===== src/rtl/regfile_wsel_scoreboard_if.sv =====
// Bus bundle for the register-file write-select decoder and busy scoreboard.
// busy_cnt exists only when BUSY_COUNT_EN is defined.
interface regfile_wsel_scoreboard_if #(
  parameter int unsigned ADDR_W = 5
);
  localparam int unsigned NREG = 2 ** ADDR_W;

  logic              wb_en;
  logic [ADDR_W-1:0] wb_addr;
  logic [NREG-1:0]   wsel_n;
  logic              iss_en;
  logic [ADDR_W-1:0] iss_dst;
  logic              iss_dst_v;
  logic [ADDR_W-1:0] rs_addr;
  logic [ADDR_W-1:0] rt_addr;
  logic              flush;
  logic              stall;
  logic [NREG-1:0]   busy;
`ifdef BUSY_COUNT_EN
  logic [ADDR_W:0]   busy_cnt;
`endif

  modport master (
`ifdef BUSY_COUNT_EN
    input  busy_cnt,
`endif
    output wb_en, wb_addr, iss_en, iss_dst, iss_dst_v, rs_addr, rt_addr, flush,
    input  wsel_n, stall, busy
  );

  modport slave (
`ifdef BUSY_COUNT_EN
    output busy_cnt,
`endif
    input  wb_en, wb_addr, iss_en, iss_dst, iss_dst_v, rs_addr, rt_addr, flush,
    output wsel_n, stall, busy
  );
endinterface


===== src/rtl/regfile_wsel_scoreboard.sv =====
// Registered active-low one-hot write-select decoder plus per-register busy scoreboard
// with issue stall. Define BUSY_COUNT_EN to add the registered busy_cnt population count.
module regfile_wsel_scoreboard #(
  parameter int unsigned ADDR_W         = 5,
  parameter bit          ZERO_REG_FIXED = 1'b1
) (
  input  logic                          clk,
  input  logic                          rst_n,
  regfile_wsel_scoreboard_if.slave      bus
);
  localparam int unsigned NREG  = 2 ** ADDR_W;
  localparam int unsigned CNT_W = ADDR_W + 1;

  logic [NREG-1:0] wsel_n_q, wsel_n_d;
  logic [NREG-1:0] busy_q, busy_d;
  logic [NREG-1:0] wb_mask;
  logic [NREG-1:0] busy_eff;
  logic            stall_c;
  logic            accept;

  // Writeback one-hot, same-cycle bypass into hazard view, and next scoreboard state.
  always_comb begin
    wb_mask  = '0;
    busy_eff = '0;
    stall_c  = 1'b0;
    accept   = 1'b0;
    wsel_n_d = '1;
    busy_d   = busy_q;

    if (bus.wb_en) wb_mask[bus.wb_addr] = 1'b1;
    if (ZERO_REG_FIXED) wb_mask[0] = 1'b0;

    busy_eff = busy_q & ~wb_mask;
    if (ZERO_REG_FIXED) busy_eff[0] = 1'b0;

    stall_c = bus.iss_en & (busy_eff[bus.rs_addr] | busy_eff[bus.rt_addr] |
                            (bus.iss_dst_v & busy_eff[bus.iss_dst]));
    accept  = bus.iss_en & ~stall_c & ~bus.flush;

    wsel_n_d = ~wb_mask;

    // Flush discards everything; otherwise set after clear so a re-issue wins.
    if (bus.flush) begin
      busy_d = '0;
    end else begin
      busy_d = busy_q & ~wb_mask;
      if (accept && bus.iss_dst_v) busy_d[bus.iss_dst] = 1'b1;
    end
    if (ZERO_REG_FIXED) busy_d[0] = 1'b0;
  end

  always_ff @(posedge clk or negedge rst_n) begin
    if (!rst_n) begin
      wsel_n_q <= '1;
      busy_q   <= '0;
    end else begin
      wsel_n_q <= wsel_n_d;
      busy_q   <= busy_d;
    end
  end

  assign bus.wsel_n = wsel_n_q;
  assign bus.busy   = busy_q;
  assign bus.stall  = stall_c;

`ifdef BUSY_COUNT_EN
  logic [CNT_W-1:0] busy_cnt_q, busy_cnt_d;

  always_comb begin
    busy_cnt_d = '0;
    for (int unsigned i = 0; i < NREG; i++) begin
      busy_cnt_d = busy_cnt_d + CNT_W'(busy_d[i]);
    end
  end

  always_ff @(posedge clk or negedge rst_n) begin
    if (!rst_n) busy_cnt_q <= '0;
    else        busy_cnt_q <= busy_cnt_d;
  end

  assign bus.busy_cnt = busy_cnt_q;
`endif
endmodule


===== src/flat_wrapper.sv =====
// flat-port wrapper written by rule: the top's interface ports become plain ports
module regfile_wsel_scoreboard_flat 
#(
  parameter int unsigned ADDR_W         = 5,
  parameter bit          ZERO_REG_FIXED = 1'b1
)
  (clk, rst_n, bus_wb_en, bus_wb_addr, bus_iss_en, bus_iss_dst, bus_iss_dst_v, bus_rs_addr, bus_rt_addr, bus_flush, bus_wsel_n, bus_stall, bus_busy);
  regfile_wsel_scoreboard_if #(.ADDR_W(ADDR_W)) bus_i ();
  input  logic clk;
  input  logic rst_n;
  input wire logic [$bits(bus_i.wb_en)-1:0] bus_wb_en;
  input wire logic [$bits(bus_i.wb_addr)-1:0] bus_wb_addr;
  input wire logic [$bits(bus_i.iss_en)-1:0] bus_iss_en;
  input wire logic [$bits(bus_i.iss_dst)-1:0] bus_iss_dst;
  input wire logic [$bits(bus_i.iss_dst_v)-1:0] bus_iss_dst_v;
  input wire logic [$bits(bus_i.rs_addr)-1:0] bus_rs_addr;
  input wire logic [$bits(bus_i.rt_addr)-1:0] bus_rt_addr;
  input wire logic [$bits(bus_i.flush)-1:0] bus_flush;
  output wire logic [$bits(bus_i.wsel_n)-1:0] bus_wsel_n;
  output wire logic [$bits(bus_i.stall)-1:0] bus_stall;
  output wire logic [$bits(bus_i.busy)-1:0] bus_busy;
  assign bus_i.wb_en = bus_wb_en;
  assign bus_i.wb_addr = bus_wb_addr;
  assign bus_i.iss_en = bus_iss_en;
  assign bus_i.iss_dst = bus_iss_dst;
  assign bus_i.iss_dst_v = bus_iss_dst_v;
  assign bus_i.rs_addr = bus_rs_addr;
  assign bus_i.rt_addr = bus_rt_addr;
  assign bus_i.flush = bus_flush;
  assign bus_wsel_n = bus_i.wsel_n;
  assign bus_stall = bus_i.stall;
  assign bus_busy = bus_i.busy;
  regfile_wsel_scoreboard #(.ADDR_W(ADDR_W), .ZERO_REG_FIXED(ZERO_REG_FIXED)) u_core (.clk(clk), .rst_n(rst_n), .bus(bus_i));
endmodule

===== config.mk =====
export PLATFORM = sky130hd
export DESIGN_NAME = regfile_wsel_scoreboard_flat
export DESIGN_NICKNAME = d
export VERILOG_FILES = /design/src/rtl/regfile_wsel_scoreboard_if.sv /design/src/rtl/regfile_wsel_scoreboard.sv /design/src/flat_wrapper.sv
export SDC_FILE = /design/constraint.sdc
export NUM_CORES = 1
export LEC_CHECK = 0
export BUFFER_PORTS_ARGS = -buffer_cell sky130_fd_sc_hd__buf_2
export CORE_UTILIZATION = 49
export CTS_CLUSTER_SIZE = 8
export DETAILED_ROUTE_END_ITERATION = 12
export PLACE_DENSITY = 0.85
export SLEW_MARGIN = 20
export SYNTH_ARGS = -nofsm -noshare
export SYNTH_HDL_FRONTEND = slang
export SYNTH_SLANG_ARGS = --single-unit
export TNS_END_PERCENT = 30

===== constraint.sdc =====
create_clock -name clk -period 4.5 [get_ports clk]
set_clock_uncertainty 0.15 [all_clocks]
set_input_delay 1.35 -clock clk [delete_from_list [all_inputs] [get_ports clk]]
set_output_delay 1.35 -clock clk [all_outputs]
set_load 0.05 [all_outputs]

Yosys cells after proc, flatten, opt, wreduce, memory -nomap -nowiden
Cells that the tools add are included.
{ "word_totals": {"mem_count": 0, "wordCells": 35, "in_bits": 26, "out_inout_bits": 65, "register_bits": 63, "mem_bits_ro": 0, "ram_bits": 0, "latchBits": 0} }
{ "classes": {"reduce_logical": 3, "div": 0, "eq_ne": 0, "addsub": 0, "order_cmp": 6, "n_shift": 0, "mul": 0, "n_bitwise": 11, "mux": 13} }
{ "ops": {"columns": ["operator", "count"], "rows": [
  ["$mux W32", 3],
  ["$and A32 B32 Y32", 1],
  ["$not A32 Y32", 1],
  ["$or A32 B32 Y32", 1],
  ["$lt A5 B6 Y1 const B", 4],
  ["$bmux W1 S5", 3],
  ["$demux W1 S5", 2],
  ["$ge A5 B1 Y1 const B", 2],
  ["$mux W1", 5],
  ["$and A1 B1 Y1", 4],
  ["$logic_and A1 B1 Y1", 3],
  ["$not A1 Y1", 2],
  ["$or A1 B1 Y1", 2]
]} }

Depth between registers and ports, before layout
Gate-level depths: netlist of run 1.
{ "logic_depth": {"word_depth": 18, "mapped_depth": 11, "depth_no_buf": 8} }

Worst setup path after synthesis of run 1
Ideal clock, no wire load.
{ "synth_timing": {"path_type": "in2out", "from": "in bus_wb_addr[1]", "to": "out bus_stall", "arrival_ns": 4.077, "stages": 8, "n_path_buf": 1, "path_slack_ns": -1.077, "path_cell_list": "buf_2 nand2b_1 o21ai_1 and4b_1 or4_1 nor4_1 a32oi_1 a21boi_0"} }
{ "synth_via": {"elab_chain_cells": 12, "word_cells_on_any_way": 18, "cone_classes": "order compare (2); mux (9); bitwise (6); reduce/logical (1)"} }
{ "synth_rtl": {"columns": ["element", "line_no", "rtl"], "rows": [
  ["from (decl)", "flat_wrapper.sv:12", "input wire logic [$bits(bus_i.wb_addr)-1:0] bus_wb_addr;"],
  ["$lt A5 B6 Y1 (not written as such) or $ge A5 B1 Y1 (tied branches)", "regfile_wsel_scoreboard.sv:30", "if (bus.wb_en) wb_mask[bus.wb_addr] = 1'b1;"],
  ["$logic_and A1 B1 Y1 (not written as such)", "regfile_wsel_scoreboard.sv:30", null],
  ["$mux W1 (not written as such)", "regfile_wsel_scoreboard.sv:30", null],
  ["$demux W1 S5 *", null, null],
  ["$mux W32 *", "regfile_wsel_scoreboard.sv:30", null],
  ["$not A32 Y32 *", "regfile_wsel_scoreboard.sv:33", "busy_eff = busy_q & ~wb_mask;"],
  ["$and A32 B32 Y32 *", "regfile_wsel_scoreboard.sv:33", null],
  ["$bmux W1 S5, on equally long branches", "regfile_wsel_scoreboard.sv:36, regfile_wsel_scoreboard.sv:37", null],
  ["$mux W1, on equally long branches", "regfile_wsel_scoreboard.sv:36, regfile_wsel_scoreboard.sv:37", null],
  ["$or A1 B1 Y1 or $and A1 B1 Y1 (tied branches)", "regfile_wsel_scoreboard.sv:36, regfile_wsel_scoreboard.sv:37", null],
  ["$or A1 B1 Y1 *", "regfile_wsel_scoreboard.sv:36", "stall_c = bus.iss_en & (busy_eff[bus.rs_addr] | busy_eff[bus.rt_addr] |"],
  ["$and A1 B1 Y1 *", "regfile_wsel_scoreboard.sv:36", null],
  ["to (decl)", "flat_wrapper.sv:20", "output wire logic [$bits(bus_i.stall)-1:0] bus_stall;"]
]} }
Mark *: on every way between the ends. The rest lies on a longest branch, timed or not. The select of a mux whose other input is x is not followed.

Worst setup path in the final report of run 1
Same ends and word-level chain as after synthesis.

==> results of run 1 <==
[per-stage QoR]
step           cell area [sq um]  setup TNS [ns]
2_1_floorplan               3842         -0.1793
3_3_place_gp                5131         -0.6068
3_5_place_dp                5131         -0.6638
4_1_cts                     5564         -0.3753
5_1_grt                     5817         -0.4926
6_report                    5817         -0.4177
[power groups by stage]
| stage | Clock [mW] | Sequential (mW) | Combinational [mW] |
|---|---|---|---|
| 3_5_place_dp | 0 | 0.575 | 0.263 |
| 5_1_grt | 0.608 | 0.565 | 0.326 |
| 2_1_floorplan | 0 | 0.587 | 0.124 |
| 6_report | 0.581 | 0.565 | 0.313 |
| 3_3_place_gp | 0 | 0.575 | 0.260 |
| 4_1_cts | 0.580 | 0.565 | 0.283 |
[cells in the mapped netlist (all sizes together) (2+ instances only)]
library cell / count / share of area, %
nand4bb: 2 / 0.59
nor4bb: 2 / 0.53
nor2: 13 / 1.3
or2: 4 / 0.66
xnor2: 3 / 0.69
o32ai: 24 / 5.8
mux4: 3 / 1.8
nor2b: 8 / 1.3
nand2: 58 / 5.8
o2111ai: 3 / 0.69
mux2i: 15 / 4.0
buf: 17 / 2.8
conb: 2 / 0.20
nand4b: 5 / 1.2
mux2: 6 / 1.8
o21ai: 21 / 3.2
dfstp: 31 / 22
nor3b: 2 / 0.40
a21oi: 3 / 0.40
clkbuf: 21 / 2.1
nand3: 18 / 2.5
xor2: 3 / 0.69
and4b: 5 / 1.3
and3: 2 / 0.33
a211oi: 4 / 0.79
a32oi: 2 / 0.46
o22ai: 3 / 0.50
o311ai: 4 / 0.93
dfrtp: 31 / 20
nor4b: 3 / 0.69
nand4: 4 / 0.66
o211ai: 6 / 1.2
a311oi: 5 / 1.2
nor3: 8 / 1.1
inv: 6 / 0.59
and4bb: 2 / 0.66
nand2b: 8 / 1.3
nor4: 4 / 0.83
o31ai: 14 / 2.9
a31oi: 8 / 1.3
[kinds of logic after synthesis]
logic type / Yosys count
AO/OA/AOI/OAI: 104
XOR/XNOR: 6
buffers and inverters: 45
flip-flops: 62
multiplexers: 24
other: 2
AND/OR/NAND/NOR: 153
[critical path: stages]
cell	delay [ns]
buf_4	0.16
xnor2_1	0.47
a311oi_1	0.17
buf_4	0.17
a211oi_2	0.31
nor4b_4	0.12
nor4_4	0.29
buf_4	0.17
a21boi_4	0.05
buf_6	0.15
[state kept, by name, indices dropped and copies added (netlist names)]
register           flops
u_core.bus.busy       31
u_core.bus.wsel_n     31
[path summary, 6_finish.rpt]
check / start / to / cells after the start
setup / recovery: bus_wb_addr[1] / bus_stall / 10
setup reg to reg: u_core.bus.busy[6] / u_core.bus.busy[9] / 12
min in group asynchronous: rst_n / u_core.bus.busy[27] / 1
hold reg to reg: u_core.bus.busy[25] / u_core.bus.busy[25] / 2
hold / removal: u_core.bus.busy[25] / u_core.bus.busy[25] / 2
max in group asynchronous: rst_n / u_core.bus.wsel_n[20] / 2
[timing repair]
action / 4_1_cts / 5_1_grt
gates cloned: 0 / 1
resized for setup: 41 / 34
endpoints found under the setup margin: 1 / 1
setup buffers: 6 / 7
pin swaps: 13 / 16
[area by class of cell]
type	count	area [sq um]	area share (%)
repair buffers	224	1544	26.54
clock inverters	6	93.84	1.613
inverters	7	26.28	0.4517
flip-flops and latches	62	1590	27.34
clock buffers	10	137.6	2.366
well taps	99	123.9	2.129
multi-input cells	289	2301	39.56
[per-layer routing]
layer / track usage [%] / up-vias / wire, microns
met5: 0 / - / 0
met4: 22.45 / 0 / 1012
met3: 9.052 / 89 / 1835
met2: 61.86 / 388 / 7386
met1: 56.21 / 2167 / 6494
li1: - / 1907 / -
==> flow_summary.json, run 1 <==
{
  "status": "finished with violations",
  "violations": "negative setup slack",
  "power_leakage_nw": 2.507,
  "initial_core_util_pct": 51.38,
  "wire_per_inst_microns": 24.00,
  "path_clk_slew_ns": 0.08,
  "worstSetupStartpointType": "input pin",
  "layout-drive-gt1-share_pct": 55.69,
  "postRouteAntennaNets": 0,
  "io_buffers": 88,
  "crit_type": "in2out",
  "nets": 619,
  "cts-root-buf": "clkbuf_8",
  "pre_cts_ws_ns": -0.6638,
  "pwr-share-seq_pct": 38.7,
  "vdd_ir_drop_max_uv": 171.8,
  "antennaDiodeCount": 0,
  "switching_share_pct": 30.09,
  "arrival_ns": 3.42,
  "intPower_mw": 1.020,
  "slew_headroom_pct": 58.24,
  "synth_xor_area_share_pct": 1.388,
  "yosys.area_share.adder_pct": 0,
  "place_inst": 669,
  "io_pins": 91,
  "p_per_area_mw_per_mm2": 250.9,
  "setup_slack_ns": -0.4177,
  "synth_edf_count": 0,
  "finalCriticalPeriod_ns": 4.918,
  "hold_slack_ns": 0.4845,
  "hold_viol": 0,
  "synthFlopType": "dfstp_2",
  "synth_area_sq_mm": 0.003786,
  "area_growth_pct": 53.64,
  "fp.coreArea_sq_mm": 0.007370,
  "pwr-share-clk_pct": 39.8,
  "grt_pass1_wl_microns": 25160,
  "syn_avg_cell_area_sq_um": 9.561,
  "synth_top_family_by_area": "simple AND/OR/NAND/NOR gates",
  "fin_crit_sh_pct": 109.3,
  "gr-total-overflow": 0,
  "p_comb_share_pct": 21.5,
  "synthSimpleGateAreaFrac_pct": 22.34,
  "place_congestion": 1.022,
  "grtUsageTotal_pct": 41.41,
  "num_vias": 4551,
  "nFillCells": 519,
  "grt_max_degree": 50,
  "viasPerCell": 6.529,
  "cts_buffers": 9,
  "worst_pin_slew_ns": 0.6177,
  "grt_pass1_vias": 4328,
  "cap_violations": 0,
  "yosys.cell_types.count": 65,
  "mostFrequentLayoutCells": "135 x buf_4, 79 x buf_2, 56 x nand2_1, 31 x dfrtp_1, 31 x dfstp_2",
  "rsz0062_at_grt": "yes",
  "cp_max_fo": 10,
  "synth_compound_gate_area_share_pct": 20.95,
  "fp-row-count": 31,
  "critPathCaptureType": "primary output",
  "final_cells": 697,
  "cts_tree": "done",
  "hp-class": "reg2reg",
  "postCtsHoldBufs": 0,
  "p_sw_uw": 439.1,
  "die_w_microns": 89.90,
  "power.total_mw": 1.459,
  "final_common_cell": "buf_4",
  "setup_viol": 1,
  "r2r_slack_ns": 1.49,
  "synthMuxAreaShare_pct": 7.535,
  "critPathRequiredTime_ns": 3.00,
  "final_util_pct": 78.93,
  "yosys_register_bits": 62,
  "antenna_found_initial": 0,
  "die_y_microns": 89.90,
  "ys_warn_count": 0,
  "dieArea_sq_mm": 0.008082,
  "async_reset_ff_share_pct": 100.0,
  "drc_errors": 0,
  "yosysSeqAreaShare_pct": 42.00,
  "drt_pass1_iterations": 5,
  "cts_max_path_buffers": 2,
  "clock_latency_ns": 0.35,
  "fmax_mhz": 203.3,
  "syn_inst": 396,
  "hpwl_microns": 12150,
  "cts_sinks": 62,
  "htree_levels": 3,
  "wl_microns": 16730,
  "drt_iter0_drc": 581,
  "slew_violations": 0,
  "postSynthNetCount": 422
}
(Power assumes the default switching activity.)
==> inputs of run 2 (changes only) <==
--- a/config.mk
+++ b/config.mk
@@ -6,10 +6,12 @@
 export NUM_CORES = 1
 export LEC_CHECK = 0
 export BUFFER_PORTS_ARGS = -buffer_cell sky130_fd_sc_hd__buf_2
+export CORE_MARGIN = 1
 export CORE_UTILIZATION = 49
 export CTS_CLUSTER_SIZE = 8
 export DETAILED_ROUTE_END_ITERATION = 12
 export PLACE_DENSITY = 0.85
+export REMOVE_ABC_BUFFERS = 1
 export SLEW_MARGIN = 20
 export SYNTH_ARGS = -nofsm -noshare
 export SYNTH_HDL_FRONTEND = slang
==> flow_summary.json, run 2 (synthesized netlist as in run 1, its figures left out) <==
{
  "wire_per_inst_microns": 25.39,
  "cts_buffers": 9,
  "drt_iter0_drc": 588,
  "cts_tree": "done",
  "setup_tns_ns": -0.4922,
  "antenna_found_initial": 1,
  "grt_max_degree": 33,
  "slew_violations": 0,
  "p_sw_uw": 435.8,
  "power.total_mw": 1.405,
  "wl_met1_microns": 6309,
  "hold_depth": 2,
  "critPathCaptureType": "primary output",
  "pwr-share-seq_pct": 40.2,
  "antennaDiodeCount": 0,
  "cts_max_path_buffers": 2,
  "hold_viol": 0,
  "reg2regPathDepth": 11,
  "hpwl_microns": 12220,
  "violations": "negative setup slack",
  "finalCriticalPeriod_ns": 4.992,
  "clock_latency_ns": 0.37,
  "dr.max_layer_used": "met4",
  "critPathRequiredTime_ns": 3.00,
  "setup_slack_ns": -0.4922,
  "area_growth_pct": 46.36,
  "cts-root-buf": "clkbuf_8",
  "arrival_ns": 3.49,
  "layout-drive-gt1-share_pct": 51.62,
  "pwr-share-clk_pct": 39.1,
  "die_w_microns": 89.90,
  "nFillCells": 508,
  "cpMaxStageDelayCell": "nor4_2",
  "drc_errors": 0,
  "drt_pass1_iterations": 6,
  "fp.coreArea_sq_mm": 0.007370,
  "slew_headroom_pct": 42.64,
  "status": "finished with violations",
  "postCtsHoldBufs": 0,
  "path_clk_slew_ns": 0.08,
  "switching_share_pct": 31.02,
  "wl_met2_microns": 7785,
  "cp_max_fo": 15,
  "power_leakage_nw": 2.401,
  "worstSetupStartpointType": "input pin",
  "htree_levels": 3,
  "grt_pass1_vias": 4403,
  "worst_pin_slew_ns": 0.8485,
  "rsz0062_at_grt": "yes",
  "r2r-start": "u_core.bus.busy[25]",
  "fmax_mhz": 200.3,
  "grt_pass1_wl_microns": 24950,
  "critical-path-max-stage-delay_ns": 0.40,
  "intPower_uw": 969.0,
  "crit_type": "in2out",
  "nets": 606,
  "postRouteAntennaNets": 0,
  "mostFrequentLayoutCells": "120 x buf_4, 82 x buf_2, 58 x nand2_1, 31 x dfrtp_1, 31 x dfstp_2",
  "final_common_cell": "buf_4",
  "viasPerCell": 6.677,
  "hp-start": "u_core.bus.busy[10]",
  "num_vias": 4567,
  "vdd_ir_drop_max_uv": 129.7,
  "fp-row-count": 31,
  "wl_microns": 17370,
  "pre_cts_ws_ns": -0.6202,
  "p_per_area_mw_per_mm2": 253.5,
  "initial_core_util_pct": 51.38,
  "worstPathCellList": "buf_6, and4b_2, nand2_1, a31oi_1, nor4bb_4, buf_4, nor4b_2, nor4_2, a21boi_1, buf_4",
  "place_congestion": 1.045,
  "hp-class": "reg2reg",
  "cap_violations": 0,
  "dieArea_sq_mm": 0.008082,
  "gr-total-overflow": 0,
  "fin_crit_sh_pct": 110.9,
  "critPathMostFrequentCell": "buf_4",
  "io_buffers": 88,
  "setup_viol": 1,
  "grtUsageTotal_pct": 41.47,
  "crit_start": "bus_wb_addr[3]",
  "cts_sinks": 62,
  "die_y_microns": 89.90,
  "p_comb_share_pct": 20.7,
  "hold_slack_ns": 0.4511,
  "io_pins": 91,
  "route.met3.wl_microns": 1927
}
run 2: cell count changes in the layout (fill, tap and decap cells not counted), sizes merged:
cell,before,now
clkinvlp,1,2
bufinv,2,1
buf,222,211
clkbuf,12,10
run 2: timing repair:
action	CTS	global route
pin swaps	6	18
endpoints found under the hold margin	0	0
gates resized for setup	20	33
buffers inserted	5	1
endpoints found under the setup margin	1	1
run 2: critical path, delay by kind of cell:
| kind | cells | cell delay [ns] |
|---|---|---|
| AOI/OAI and AO/OA | 2 | 0.46 |
| buffers and inverters | 3 | 0.51 |
| and+or+nand+nor | 5 | 1.16 |
run 2: metrics by stage:
| stage | std cells | cell area (sq um) | utilization, % |
|---|---|---|---|
| 2_1_floorplan | 358 | 3601 | - |
| 3_3_place_gp | 663 | 5076 | 68.88 |
| 3_5_place_dp | 663 | 5076 | 68.88 |
| 4_1_cts | 684 | 5405 | 73.34 |
| 5_1_grt | 684 | 5542 | 75.20 |
| 6_report | 684 | 5542 | 75.20 |
run 2: final timing paths:
path                       slack [ns]                    to
max                             -0.49             bus_stall
max reg2reg                      1.54   u_core.bus.busy[23]
min                              0.45   u_core.bus.busy[10]
max in group asynchronous        2.42  u_core.bus.wsel_n[8]
min in group asynchronous        0.89   u_core.bus.busy[26]
min reg2reg                      0.45   u_core.bus.busy[10]
run 2: power groups by stage:
stage / logic (mW) / clock network (mW) / registers [mW]
5_1_grt: 0.300 / 0.576 / 0.565
2_1_floorplan: 0.0810 / 0 / 0.587
6_report: 0.290 / 0.549 / 0.565
4_1_cts: 0.266 / 0.546 / 0.565
3_3_place_gp: 0.252 / 0 / 0.574
3_5_place_dp: 0.256 / 0 / 0.575
run 2: layout make-up:
class                      instances  area (sq um)  share of cell area, %
multi-input combinational        289          2133                  38.50
sequential                        62          1590                  28.70
timing repair buffer             211          1451                  26.19
clock buffer                      10         148.9                  2.687
tap                               99         123.9                  2.235
clock inverter                     6         67.56                  1.219
inverter                           7         26.28                 0.4741
run 2: metal layers:
layer / up-vias / track usage [%]
met1: 2179 / 50.66
met4: 0 / 25.81
li1: 1877 / -
met5: - / 0
met3: 108 / 12.44
met2: 403 / 64.36
==> inputs of run 3 (changes only) <==
--- a/config.mk
+++ b/config.mk
@@ -5,12 +5,14 @@
 export SDC_FILE = /design/constraint.sdc
 export NUM_CORES = 1
 export LEC_CHECK = 0
-export BUFFER_PORTS_ARGS = -buffer_cell sky130_fd_sc_hd__buf_2
+export CAP_MARGIN = 30
 export CORE_MARGIN = 1
-export CORE_UTILIZATION = 49
+export CORE_UTILIZATION = 58
 export CTS_CLUSTER_SIZE = 8
 export DETAILED_ROUTE_END_ITERATION = 12
-export PLACE_DENSITY = 0.85
+export DONT_BUFFER_PORTS = 1
+export MAX_ROUTING_LAYER = met4
+export PLACE_DENSITY = 0.84
 export REMOVE_ABC_BUFFERS = 1
 export SLEW_MARGIN = 20
 export SYNTH_ARGS = -nofsm -noshare
==> flow_summary.json, run 3 (synthesized netlist as in run 1, its figures left out) <==
{
  "gr-total-overflow": 0,
  "status": "finished with violations",
  "pre_cts_ws_ns": -0.2542,
  "critPathCapture": "bus_stall",
  "final_util_pct": 74.55,
  "violations": "negative setup slack",
  "htree_levels": 3,
  "drt_pass1_iterations": 5,
  "antenna_found_initial": 0,
  "p_comb_share_pct": 13.4,
  "antennaDiodeCount": 0,
  "mostFrequentLayoutCells": "92 x buf_4, 58 x nand2_1, 31 x dfrtp_1, 31 x dfstp_2, 23 x o32ai_1",
  "wire_per_inst_microns": 25.59,
  "fp.coreArea_sq_mm": 0.006314,
  "initial_core_util_pct": 59.97,
  "cap_violations": 0,
  "slew_violations": 0,
  "critPathCaptureType": "primary output",
  "hp-class": "in2async",
  "reg2regPathDepth": 19,
  "nFillCells": 448,
  "r2r-start": "u_core.bus.busy[27]",
  "fp-row-count": 29,
  "die_w_microns": 82.80,
  "final_common_cell": "buf_4",
  "crit_type": "in2out",
  "die_y_microns": 82.80,
  "postRouteAntennaNets": 0,
  "finalCriticalPeriod_ns": 4.688,
  "io_buffers": 0,
  "fin_crit_sh_pct": 104.2,
  "fmax_mhz": 213.3,
  "path_clk_slew_ns": 0.08,
  "setup_viol": 1,
  "intPower_uw": 935.1,
  "rsz0062_at_grt": "yes",
  "drc_errors": 0,
  "pwr-share-seq_pct": 45.1,
  "slew_headroom_pct": 52.67,
  "cts_buffers": 9,
  "pwr-share-clk_pct": 41.6,
  "final_cells": 545,
  "area_growth_pct": 24.32,
  "arrival_ns": 3.19,
  "postCtsHoldBufs": 0,
  "worstSetupStartpointType": "input pin",
  "crit_start": "bus_wb_addr[4]",
  "vdd_ir_drop_max_uv": 320.9,
  "cts-root-buf": "clkbuf_8",
  "clock_latency_ns": 0.35,
  "grt_pass1_wl_microns": 20140,
  "place_inst": 514,
  "p_sw_uw": 345.8,
  "grt_max_degree": 63,
  "io_pins": 91,
  "power_leakage_nw": 1.857,
  "hold_slack_ns": 0.5327,
  "switching_share_pct": 27.00,
  "place_congestion": 0.9935,
  "viasPerCell": 7.149,
  "wl_microns": 13950,
  "r2r-end": "u_core.bus.busy[16]",
  "grt_pass1_vias": 3589,
  "dieArea_sq_mm": 0.006855,
  "num_vias": 3896,
  "cts_tree": "done",
  "worst_pin_slew_ns": 0.7100,
  "cts_max_path_buffers": 2,
  "r2r_slack_ns": 0.62,
  "setup_slack_ns": -0.1884,
  "place_area_sq_mm": 0.004290,
  "nets": 489,
  "hpwl_microns": 9906,
  "power.total_mw": 1.281,
  "final_cell_area_sq_mm": 0.004707,
  "drt_iter0_drc": 503,
  "setup_tns_ns": -0.1884,
  "p_per_area_mw_per_mm2": 272.1,
  "critPathRequiredTime_ns": 3.00,
  "cts_sinks": 62,
  "cp_max_fo": 16,
  "grtUsageTotal_pct": 42.95,
  "hold_viol": 0,
  "layout-drive-gt1-share_pct": 36.97
}
-- run 3: cell types whose count changed in the layout (fill, tap and decap cells not counted), moves of 2 or more --
cell      change
buf_12        -4
o311ai_0      +2
nor2b_1       +2
o21ai_2       -2
o21ai_1       -3
nor4bb_2      +2
buf_4        -28
nor2b_2       -2
nor4bb_4      -2
buf_6         -2
o21ai_0       +4
buf_2        -82
-- run 3: worst max-delay path, cell delays in order --
cell	delay, ns
or4bb_1	0.56
o21ai_1	0.24
nor2_1	0.07
nor3_1	0.32
o32ai_1	0.14
a32oi_1	0.21
a21boi_1	0.10
buf_4	0.19
-- run 3: final cells by class --
type	instances	area [sq um]	share of cell area [%]
inverter	7	26.28	0.5582
clock buffer	10	148.9	3.163
clock inverter	6	67.56	1.435
sequential	62	1590	33.79
timing repair buffer	94	713.2	15.15
tap	77	96.34	2.047
multi-input combinational	289	2064	43.86
-- run 3: power groups by stage --
stage / Sequential (mW) / Clock [mW] / Combinational, mW
6_report: 0.577 / 0.533 / 0.171
5_1_grt: 0.578 / 0.552 / 0.178
4_1_cts: 0.577 / 0.536 / 0.161
3_5_place_dp: 0.587 / 0 / 0.142
3_3_place_gp: 0.587 / 0 / 0.142
2_1_floorplan: 0.587 / 0 / 0.0810
-- run 3: worst min-delay path by stage --
stage                                   start             endpoint  slack [ns]  cells past startpoint
after global placement    u_core.bus.busy[21]  u_core.bus.busy[21]        0.57                      3
after detailed placement  u_core.bus.busy[10]  u_core.bus.busy[10]        0.56                      3
after global routing                    rst_n  u_core.bus.busy[14]        0.52                      0
after floorplan           u_core.bus.busy[13]  u_core.bus.busy[13]        0.65                      2
after CTS                               rst_n  u_core.bus.busy[23]        0.52                      0
final                                   rst_n  u_core.bus.busy[15]        0.53                      0
-- run 3: repair_timing --
action	in CTS	in global routing
pin swaps	8	4
resized for setup	9	7
endpoints found under the setup margin	1	1
buffers inserted	15	0
-- run 3: per-layer routing --
metal  vias to the layer above  wire (microns)  global-route usage, %
met5                         -               0                      -
met4                         0             445                  14.48
met3                        43            1837                  12.02
met2                       347            6398                  66.48
met1                      1859            5263                  53.86
li1                       1647               -                      -
